<file path="src/rtl/max3421e_spi_arbiter.sv">
// Two-client SPI arbiter for the MAX3421E: round-robin grant, framing of each
// request as one 2-byte mode-0 SPI transaction (command, data), and return of
// the captured status/read bytes to the requesting client.
module max3421e_spi_arbiter #(
    parameter int unsigned CLK_DIV    = 4,
    parameter int unsigned GAP_CYCLES = 4
) (
    input  logic        clk_in,
    input  logic        n_rst_in,
    input  logic [1:0]  req_valid_in,
    output logic [1:0]  req_ready_out,
    input  logic [1:0]  req_write_in,
    input  logic [9:0]  req_addr_in,
    input  logic [15:0] req_wdata_in,
    output logic [1:0]  resp_valid_out,
    output logic [7:0]  resp_rdata_out,
    output logic [7:0]  resp_status_out,
    output logic        busy_out,
    output logic        n_ss_out,
    output logic        sclk_out,
    output logic        mosi_out,
    input  logic        miso_in
);

    localparam int unsigned DIV_W = (CLK_DIV > 1) ? $clog2(CLK_DIV) : 1;
    localparam int unsigned GAP_W = (GAP_CYCLES > 1) ? $clog2(GAP_CYCLES) : 1;
    localparam int unsigned BIT_W = 4;

    localparam logic [DIV_W-1:0] DIV_LAST = DIV_W'(CLK_DIV - 1);
    localparam logic [GAP_W-1:0] GAP_LAST = GAP_W'(GAP_CYCLES - 1);

    typedef enum logic [2:0] {
        S_IDLE,
        S_SETUP,
        S_SHIFT,
        S_HOLD,
        S_GAP
    } state_t;

    state_t           r_state;
    logic [DIV_W-1:0] r_div_cnt;
    logic [GAP_W-1:0] r_gap_cnt;
    logic [BIT_W-1:0] r_bit;
    logic [14:0]      r_tx;
    logic [15:0]      r_rx;
    logic             r_owner;
    logic             r_last_grant;
    logic             r_n_ss;
    logic             r_sclk;
    logic             r_mosi;
    logic             r_busy;
    logic [1:0]       r_resp_valid;
    logic [7:0]       r_rdata;
    logic [7:0]       r_status;

    logic [1:0]       w_grant;
    logic             w_accept;
    logic             w_sel;
    logic [4:0]       w_addr;
    logic             w_write;
    logic [7:0]       w_wdata;
    logic [7:0]       w_cmd;
    logic [15:0]      w_word;
    logic             w_div_last;

    // Round-robin grant: a lone requester wins, a tie goes to the client not served last.
    always_comb begin
        w_grant = 2'b00;
        case (req_valid_in)
            2'b01:   w_grant = 2'b01;
            2'b10:   w_grant = 2'b10;
            2'b11:   w_grant = r_last_grant ? 2'b01 : 2'b10;
            default: w_grant = 2'b00;
        endcase
    end

    // Ready is only offered while idle and out of reset, so at most one bit is ever set.
    assign req_ready_out = ((r_state == S_IDLE) && n_rst_in) ? w_grant : 2'b00;
    assign w_accept      = |req_ready_out;
    assign w_sel         = req_ready_out[1];

    assign w_addr  = w_sel ? req_addr_in[9:5] : req_addr_in[4:0];
    assign w_write = req_write_in[w_sel];
    assign w_wdata = w_sel ? req_wdata_in[15:8] : req_wdata_in[7:0];
    // ACKSTAT bit is always 0; reads shift a zero data byte.
    assign w_cmd   = {w_addr, 1'b0, w_write, 1'b0};
    assign w_word  = {w_cmd, (w_write ? w_wdata : 8'h00)};

    assign w_div_last = (r_div_cnt == DIV_LAST);

    // Transaction FSM with registered SPI pins and response outputs.
    always_ff @(posedge clk_in) begin
        if (!n_rst_in) begin
            r_state      <= S_IDLE;
            r_div_cnt    <= '0;
            r_gap_cnt    <= '0;
            r_bit        <= '0;
            r_tx         <= '0;
            r_rx         <= '0;
            r_owner      <= 1'b0;
            r_last_grant <= 1'b1;
            r_n_ss       <= 1'b1;
            r_sclk       <= 1'b0;
            r_mosi       <= 1'b0;
            r_busy       <= 1'b0;
            r_resp_valid <= 2'b00;
            r_rdata      <= 8'h00;
            r_status     <= 8'h00;
        end else begin
            r_resp_valid <= 2'b00;
            case (r_state)
                S_IDLE: begin
                    if (w_accept) begin
                        r_state      <= S_SETUP;
                        r_owner      <= w_sel;
                        r_last_grant <= w_sel;
                        r_tx         <= w_word[14:0];
                        r_mosi       <= w_word[15];
                        r_n_ss       <= 1'b0;
                        r_sclk       <= 1'b0;
                        r_busy       <= 1'b1;
                        r_div_cnt    <= '0;
                    end
                end
                S_SETUP: begin
                    if (w_div_last) begin
                        r_div_cnt <= '0;
                        r_sclk    <= 1'b1;
                        r_bit     <= BIT_W'(15);
                        r_state   <= S_SHIFT;
                    end else begin
                        r_div_cnt <= r_div_cnt + DIV_W'(1);
                    end
                end
                S_SHIFT: begin
                    if (r_sclk) begin
                        // Capture MISO on the first cycle of each high phase.
                        if (r_div_cnt == '0) begin
                            r_rx <= {r_rx[14:0], miso_in};
                        end
                        if (w_div_last) begin
                            r_div_cnt <= '0;
                            r_sclk    <= 1'b0;
                            r_tx      <= {r_tx[13:0], 1'b0};
                            if (r_bit == '0) begin
                                r_mosi  <= 1'b0;
                                r_state <= S_HOLD;
                            end else begin
                                r_mosi  <= r_tx[14];
                            end
                        end else begin
                            r_div_cnt <= r_div_cnt + DIV_W'(1);
                        end
                    end else begin
                        if (w_div_last) begin
                            r_div_cnt <= '0;
                            r_sclk    <= 1'b1;
                            r_bit     <= r_bit - BIT_W'(1);
                        end else begin
                            r_div_cnt <= r_div_cnt + DIV_W'(1);
                        end
                    end
                end
                S_HOLD: begin
                    if (w_div_last) begin
                        r_div_cnt    <= '0;
                        r_state      <= S_GAP;
                        r_n_ss       <= 1'b1;
                        r_resp_valid <= r_owner ? 2'b10 : 2'b01;
                        r_rdata      <= r_rx[7:0];
                        r_status     <= r_rx[15:8];
                        r_gap_cnt    <= '0;
                    end else begin
                        r_div_cnt <= r_div_cnt + DIV_W'(1);
                    end
                end
                S_GAP: begin
                    if (r_gap_cnt == GAP_LAST) begin
                        r_state <= S_IDLE;
                        r_busy  <= 1'b0;
                    end else begin
                        r_gap_cnt <= r_gap_cnt + GAP_W'(1);
                    end
                end
                default: begin
                    r_state <= S_IDLE;
                end
            endcase
        end
    end

    assign resp_valid_out  = r_resp_valid;
    assign resp_rdata_out  = r_rdata;
    assign resp_status_out = r_status;
    assign busy_out        = r_busy;
    assign n_ss_out        = r_n_ss;
    assign sclk_out        = r_sclk;
    assign mosi_out        = r_mosi;

endmodule

</file>
<file path="config.mk">
export PLATFORM = sky130hd
export DESIGN_NAME = max3421e_spi_arbiter
export DESIGN_NICKNAME = d
export VERILOG_FILES = /design/src/rtl/max3421e_spi_arbiter.sv
export SDC_FILE = /design/constraint.sdc
export NUM_CORES = 1
export LEC_CHECK = 0
export CAP_MARGIN = 20
export CORE_ASPECT_RATIO = 1.25
export CORE_MARGIN = 4
export CORE_UTILIZATION = 58
export CTS_BUF_LIST = sky130_fd_sc_hd__clkbuf_4 sky130_fd_sc_hd__clkbuf_8
export DETAILED_ROUTE_END_ITERATION = 6
export PLACE_DENSITY_LB_ADDON = 0.15
export SETUP_SLACK_MARGIN = 0.2
export SLEW_MARGIN = 10
export SYNTH_ARGS = -nofsm -noshare
export SYNTH_HDL_FRONTEND = slang
export SYNTH_SLANG_ARGS = --single-unit
</file>
<file path="constraint.sdc">
create_clock -name clk_in -period 2.75 [get_ports clk_in]
set_input_delay 0.55 -clock clk_in [delete_from_list [all_inputs] [get_ports clk_in]]
set_output_delay 0.55 -clock clk_in [all_outputs]
set_load 0.1 [all_outputs]
</file>
* After elaboration in Yosys (flattened, before gate mapping)
Index checks and enable logic that the tools add are counted.
** Storage, ports and cells
- Latch bits :: 0
- Flip-flop bits (word level) :: 66
- Memory bits (writable) :: 0
- Logic and storage cells :: 108
- Memories kept :: 0
- Output and inout port bits :: 24
- ROM bits :: 0
- Input bits :: 33
** Operators by class
- Multiplexer cells :: 46
- Shift operators :: 0
- Bitwise logic cells :: 0
- Add/sub/neg operators :: 3
- Order comparisons :: 1
- Div/mod/pow operators :: 0
- Multiply operators :: 0
- Reductions and logical operators :: 25
- Equal/unequal tests :: 18
** Operators with widths (number)
- $mux W15 :: 3
- $pmux W15 S2 :: 1
- $mux W3 :: 7
- $ne A2 B2 Y1 const B :: 9
- $reduce_and A3 Y1 :: 6
- $mux W8 :: 2
- $pmux W3 S5 :: 1
- $mux W2 :: 7
- $mux W1 :: 13
- $mux W4 :: 3
- $reduce_bool A2 Y1 :: 6
- $eq A2 B2 Y1 const B :: 4
- $pmux W2 S2 :: 2
- $pmux W4 S2 :: 1
- $reduce_and A4 Y1 :: 2
- $reduce_and A7 Y1 :: 1
- $eq A3 B2 Y1 const B :: 2
- $pmux W1 S2 :: 3
- $pmux W2 S3 :: 1
- $reduce_and A2 Y1 :: 3
- $mux W5 :: 1
- $add A2 B1 Y2 const B :: 2
- $logic_not A4 Y1 :: 1
- $sub A4 B1 Y4 const B :: 1
- 11 further kinds :: 11

* Longest topological paths before layout
- Word-level depth :: 8
- Mapped depth :: 7
- Mapped depth without buffers :: 5

* Least setup slack after synthesis
Ideal clock, no wire load.
- Path type :: input -> output
- Start point :: input port n_rst_in
- End point :: output port req_ready_out[0]
- Required time :: 2.200 ns
- Stages :: 3
- Slack :: 0.265 ns
- Data arrival time :: 1.935 ns
- Path buffers :: 1
- Path through :: nor4b_4 -> buf_4 -> and3_1
** Between the ends
- Longest elaborated chain between the ends :: 2
** RTL lines
- from (decl) :: RTL line 9 : input logic n_rst_in,
- $logic_and A1 B1 Y1 :: RTL line 78 : assign req_ready_out = ((r_state == S_IDLE) && n_rst_in) ? w_grant : 2'b00;
- $mux W2 :: RTL line 78
- to (decl) :: RTL line 11 : output logic [1:0] req_ready_out,
Every way passes these cells.

* Worst setup path in the final report
- Start point :: input port req_valid_in[1]
- End point :: output port req_ready_out[1]
** Between the ends
- Longest elaborated chain between the ends :: 3
- Elaborated cells between the ends (all ways) :: 5
- Those cells by class :: eq/ne: 3; mux: 2
** RTL lines
- from (decl) :: RTL line 10 : input logic [1:0] req_valid_in,
- $eq A2 B2 Y1 or $eq A2 B1 Y1 (tied branches) :: RTL line 69 : case (req_valid_in)
- $pmux W2 S3 (*) :: RTL line 69
- $mux W2 (*) :: RTL line 78
Mark *: on every way between the ends. The rest lies on a longest branch, timed or not.

==> flow_summary.html <==
<table>
<tr><th>Metric</th><th>Value</th></tr>
<tr><th colspan="2">Synthesis</th></tr>
<tr><td>Share of synthesized cell area in and, or, nand and nor gates</td><td>0.209</td></tr>
<tr><td>Dominant cell type by area after synthesis</td><td>sky130_fd_sc_hd__dfxtp_1</td></tr>
<tr><td>Share of synthesized registers carrying an async set or reset</td><td>0</td></tr>
<tr><td>Synthesized-area fraction occupied by xor and xnor cells</td><td>0.00587</td></tr>
<tr><td>Number of distinct library cells after synthesis</td><td>46</td></tr>
<tr><td>Average footprint of a synthesized cell</td><td>8.08 um2</td></tr>
<tr><td>Portion of the post-synthesis area used by sequential elements</td><td>0.443</td></tr>
<tr><td>Synthesized-area fraction occupied by adder cells</td><td>0.0168</td></tr>
<tr><td>Synthesized flop and latch total</td><td>66</td></tr>
<tr><td>Library cell with the highest instance count after synthesis</td><td>sky130_fd_sc_hd__nand2_1</td></tr>
<tr><td>Leading post-synthesis cells by instance count</td><td>91 x sky130_fd_sc_hd__nand2_1, 66 x sky130_fd_sc_hd__dfxtp_1, 57 x sky130_fd_sc_hd__a21oi_1</td></tr>
<tr><td>Fraction of the mapped netlist area in compound gates</td><td>0.245</td></tr>
<tr><td>EDFF count, synth</td><td>0</td></tr>
<tr><td>Gate count of the mapped netlist</td><td>369</td></tr>
<tr><td>Area share of the largest cell type after synthesis</td><td>0.443</td></tr>
<tr><td>Mapped Nets</td><td>406</td></tr>
<tr><td>Share of synthesized area spent on multiplexers</td><td>0.0138</td></tr>
<tr><td>Mapped cell area</td><td>2980 um2</td></tr>
<tr><td>Leading register cell type out of synthesis</td><td>sky130_fd_sc_hd__dfxtp_1</td></tr>
<tr><td>Top cells by area, synth</td><td>sky130_fd_sc_hd__dfxtp_1 44%, sky130_fd_sc_hd__nand2_1 11%, sky130_fd_sc_hd__a21oi_1 9.6%</td></tr>
<tr><td>Count of warnings emitted by yosys</td><td>0</td></tr>
<tr><td>Combinational family with the most area after synthesis</td><td>compound AO/OA/AOI/OAI gates</td></tr>
<tr><th colspan="2">Floorplan</th></tr>
<tr><td>Area of the die</td><td>6360 um2</td></tr>
<tr><td>Effective utilization at floorplan</td><td>0.613</td></tr>
<tr><td>Number of ports placed on the die boundary</td><td>57</td></tr>
<tr><td>Number of placement rows</td><td>28</td></tr>
<tr><td>Placeable core region</td><td>4870 um2</td></tr>
<tr><td>Die extent in y</td><td>88.2 um</td></tr>
<tr><td>Floorplan die width</td><td>72.1 um</td></tr>
<tr><th colspan="2">STA</th></tr>
<tr><td>Relative slew margins</td><td>0.508</td></tr>
<tr><td>Clock period minus worst slack</td><td>2.45 ns</td></tr>
<tr><td>Post-route fraction of the period consumed by the critical path</td><td>0.890</td></tr>
<tr><td>Final setup violating endpoints</td><td>0</td></tr>
<tr><td>Fmax achieved</td><td>409 MHz</td></tr>
<tr><td>Final Hold Vio Count</td><td>0</td></tr>
<tr><td>Setup TNS</td><td>0 ns</td></tr>
<tr><td>Setup repair after global routing missed its margin</td><td>no</td></tr>
<tr><td>Final Slew Violations</td><td>0</td></tr>
<tr><td>Fin Clk Skew</td><td>0.00660 ns</td></tr>
<tr><td>Slew @ Worst Pin</td><td>0.737 ns</td></tr>
<tr><th colspan="2">Cells and area</th></tr>
<tr><td>Number of nets in the finished design</td><td>454</td></tr>
<tr><td>Area added between synthesis and finish</td><td>23.8%</td></tr>
<tr><td>Fraction of final layout cells with drive strength greater than 1</td><td>0.149</td></tr>
<tr><td>Final Instance Count excl. Fillers</td><td>482</td></tr>
<tr><td>Antenna Diode Count</td><td>0</td></tr>
<tr><td>Post-Route Utilization</td><td>0.758</td></tr>
<tr><td>Final-layout fill cell count</td><td>367</td></tr>
<tr><th colspan="2">Hold path</th></tr>
<tr><td>Worst min-delay path category</td><td>reg -&gt; reg</td></tr>
<tr><td>Hold path start</td><td>r_owner</td></tr>
<tr><td>Cells on Worst Hold Path</td><td>1</td></tr>
<tr><td>Endpoint with the worst hold slack</td><td>resp_valid_out[0]</td></tr>
<tr><th colspan="2">Global route</th></tr>
<tr><td>Maximum number of pins on one net before global-route repair</td><td>38</td></tr>
<tr><td>Overall overflow remaining after global route</td><td>0</td></tr>
<tr><td>Wire length of the first global-routing pass</td><td>11,100 um</td></tr>
<tr><td>Vias in the first global route</td><td>2,601</td></tr>
<tr><td>Initial antenna violation count</td><td>0</td></tr>
<tr><td>Global Route Usage Sum</td><td>0.220</td></tr>
<tr><th colspan="2">Worst setup path</th></tr>
<tr><td>Worst setup SP type</td><td>input port</td></tr>
<tr><td>CP Class</td><td>in -&gt; out</td></tr>
<tr><td>Maximum net fanout on the critical path</td><td>10</td></tr>
<tr><td>Reg-to-Reg End</td><td>r_tx[9]</td></tr>
<tr><td>Startpoint of the lowest-slack register-to-register path</td><td>r_state[1]</td></tr>
<tr><td>Type of destination of the critical path</td><td>output pin</td></tr>
<tr><td>Required time at the endpoint of the critical path</td><td>2.20 ns</td></tr>
<tr><td>Slack of the worst reg-to-reg path</td><td>0.63 ns</td></tr>
<tr><td>Critical path arrival</td><td>1.90 ns</td></tr>
<tr><td>Worst-case reg-to-reg path depth</td><td>4</td></tr>
<tr><th colspan="2">Route</th></tr>
<tr><td>Via count of the routed design</td><td>2,745</td></tr>
<tr><td>Count of antenna-violating nets left after detailed routing</td><td>0</td></tr>
<tr><td>Number of iterations in the first detailed-routing pass</td><td>4</td></tr>
<tr><td>Final WL</td><td>6720 um</td></tr>
<tr><td>Average detailed-routed wire length per instance</td><td>13.9 um</td></tr>
<tr><td>Violation count after the first detailed-routing iteration</td><td>122</td></tr>
<tr><td>Via-per-instance ratio</td><td>5.70</td></tr>
<tr><td>Post-route DRC violation count</td><td>0</td></tr>
<tr><th colspan="2">Placement</th></tr>
<tr><td>Number of port buffers</td><td>56</td></tr>
<tr><td>Number of placed instances with taps included</td><td>466</td></tr>
<tr><td>Routability congestion estimate</td><td>0.804</td></tr>
<tr><td>Placed wire-length estimate</td><td>4630 um</td></tr>
<tr><th colspan="2">CTS</th></tr>
<tr><td>Number of buffers between clock root and the deepest sink</td><td>2</td></tr>
<tr><td>H-tree levels</td><td>3</td></tr>
<tr><td>Clock slew at reported path FFs</td><td>0.07 ns</td></tr>
<tr><td>Resize count post-CTS</td><td>0</td></tr>
<tr><td>CTS tree</td><td>built</td></tr>
<tr><td>Buffer cell driving the clock tree root</td><td>sky130_fd_sc_hd__clkbuf_8</td></tr>
<tr><td>Clock Sinks</td><td>66</td></tr>
<tr><td>TritonCTS buffer count</td><td>9</td></tr>
<tr><td>CTS hold repair buffers</td><td>0</td></tr>
<tr><td>Post-CTS Setup Inserts</td><td>0</td></tr>
<tr><td>Insertion delay to the later sink of the worst-skew pair</td><td>0.34 ns</td></tr>
<tr><th colspan="2">Power</th></tr>
<tr><td>Leakage power total</td><td>1.36 nW</td></tr>
<tr><td>Switching Share</td><td>0.351</td></tr>
<tr><td>Switching Power</td><td>974 uW</td></tr>
<tr><td>Clock network fraction of total power</td><td>0.291</td></tr>
<tr><td>Max IR drop VDD</td><td>0.519 mV</td></tr>
<tr><td>Power density of the placed cells</td><td>751 nW/um2</td></tr>
<tr><td>Share of total power in sequential cells</td><td>0.415</td></tr>
<tr><td>Combinational group share of total power</td><td>0.294</td></tr>
<tr><td>Internal power summed over all cells</td><td>1.80 mW</td></tr>
<tr><td>Post-route total power</td><td>2.77 mW</td></tr>
<tr><th colspan="2">Run status</th></tr>
<tr><td>Outcome</td><td>completed</td></tr>
<tr><th colspan="2">Flow run</th></tr>
<tr><td>MaxCap Viol Count</td><td>0</td></tr>
</table>
how the worst max path moves through the flow:
stage                    startpoint                to  slack, ns
detailed placement  req_valid_in[1]  req_ready_out[1]       0.32
finish              req_valid_in[1]  req_ready_out[1]       0.30
CTS                 req_valid_in[1]  req_ready_out[1]       0.32
global route        req_valid_in[1]  req_ready_out[1]       0.22
floorplan                  n_rst_in  req_ready_out[0]       0.26
global placement           n_rst_in  req_ready_out[0]       0.36
stage by stage:
step           area [um2]  setup WS (ns)  hold slack [ns]
3_3_place_gp         3500          0.359            0.417
6_report             3690          0.303            0.420
3_5_place_dp         3500          0.317            0.413
5_1_grt              3690          0.223            0.448
2_1_floorplan        2980          0.265            0.401
4_1_cts              3690          0.317            0.425
flip-flops by register name, summed over array words and instances, names as in the netlist:
signal,count
mosi_out,1
r_owner,1
resp_rdata_out,8
resp_valid_out,2
r_rx,16
r_bit,4
r_state,3
r_div_cnt,2
resp_status_out,8
sclk_out,1
busy_out,1
r_last_grant,1
r_gap_cnt,2
r_tx,15
n_ss_out,1
power by group through the flow:
stage,logic [mW],registers (mW),clock network [mW]
3_3_place_gp,0.794,1.17,0
5_1_grt,0.881,1.17,0.855
4_1_cts,0.812,1.15,0.817
6_report,0.816,1.15,0.806
2_1_floorplan,0.607,1.19,0
3_5_place_dp,0.811,1.17,0
cell type report:
cell class                      instances  area, um2  area share
Clock buffer                           11        139      0.0376
Clock inverter                          5       55.1      0.0149
Inverter                                9       38.8      0.0105
Multi-Input combinational cell        265       1460       0.396
Sequential cell                        66       1320       0.358
Tap cell                               60       75.1      0.0203
Timing Repair Buffer                   66        601       0.163
per-layer routing:
layer,part of all wire,track usage,vias to the layer above
met5,0,0,-
li1,-,-,1400
met2,0.49,0.385,76
met4,0.018,0.121,0
met1,0.43,0.247,1257
met3,0.055,0.0448,12
worst max-delay path: stages:
cell	delay (ns)
sky130_fd_sc_hd__clkdlybuf4s50_1	0.56
sky130_fd_sc_hd__a21boi_1	0.33
sky130_fd_sc_hd__nand2_4	0.14
sky130_fd_sc_hd__clkinv_4	0.13
sky130_fd_sc_hd__buf_12	0.18
kinds of logic (layout without fill, tap and decap cells):
logic type               Yosys count  in the layout
AO/OA/AOI/OAI                    117            117
AND/OR/NAND/NOR                  138            138
buffers and inverters             38             91
multiplexers                       4              4
XOR/XNOR                           2              2
adder cells (fa/ha/maj)            4              4
flip-flops                        66             66
placed cells by master (no fill, tap or decap), drive strengths merged, types with 2 or more instances in the layout:
master	synthesis	routed
nor2b	5	5
nor2	15	15
dfxtp	66	66
o21ai	8	8
inv	8	8
mux2i	3	3
nand3	9	9
clkinv	1	3
nor3b	2	2
o22ai	4	4
a31o	4	4
clkinvlp	0	2
clkdlybuf4s50	0	32
clkbuf	9	11
and3	3	3
buf	20	34
o211ai	2	2
nor4b	2	2
xor2	2	2
a31oi	10	10
nor3	4	4
o2111ai	4	4
a211oi	10	10
a311oi	9	9
ha	4	4
nand4	2	2
o21a	3	3
a21oi	57	57
nand2	92	92
(Power assumes the default switching activity.)
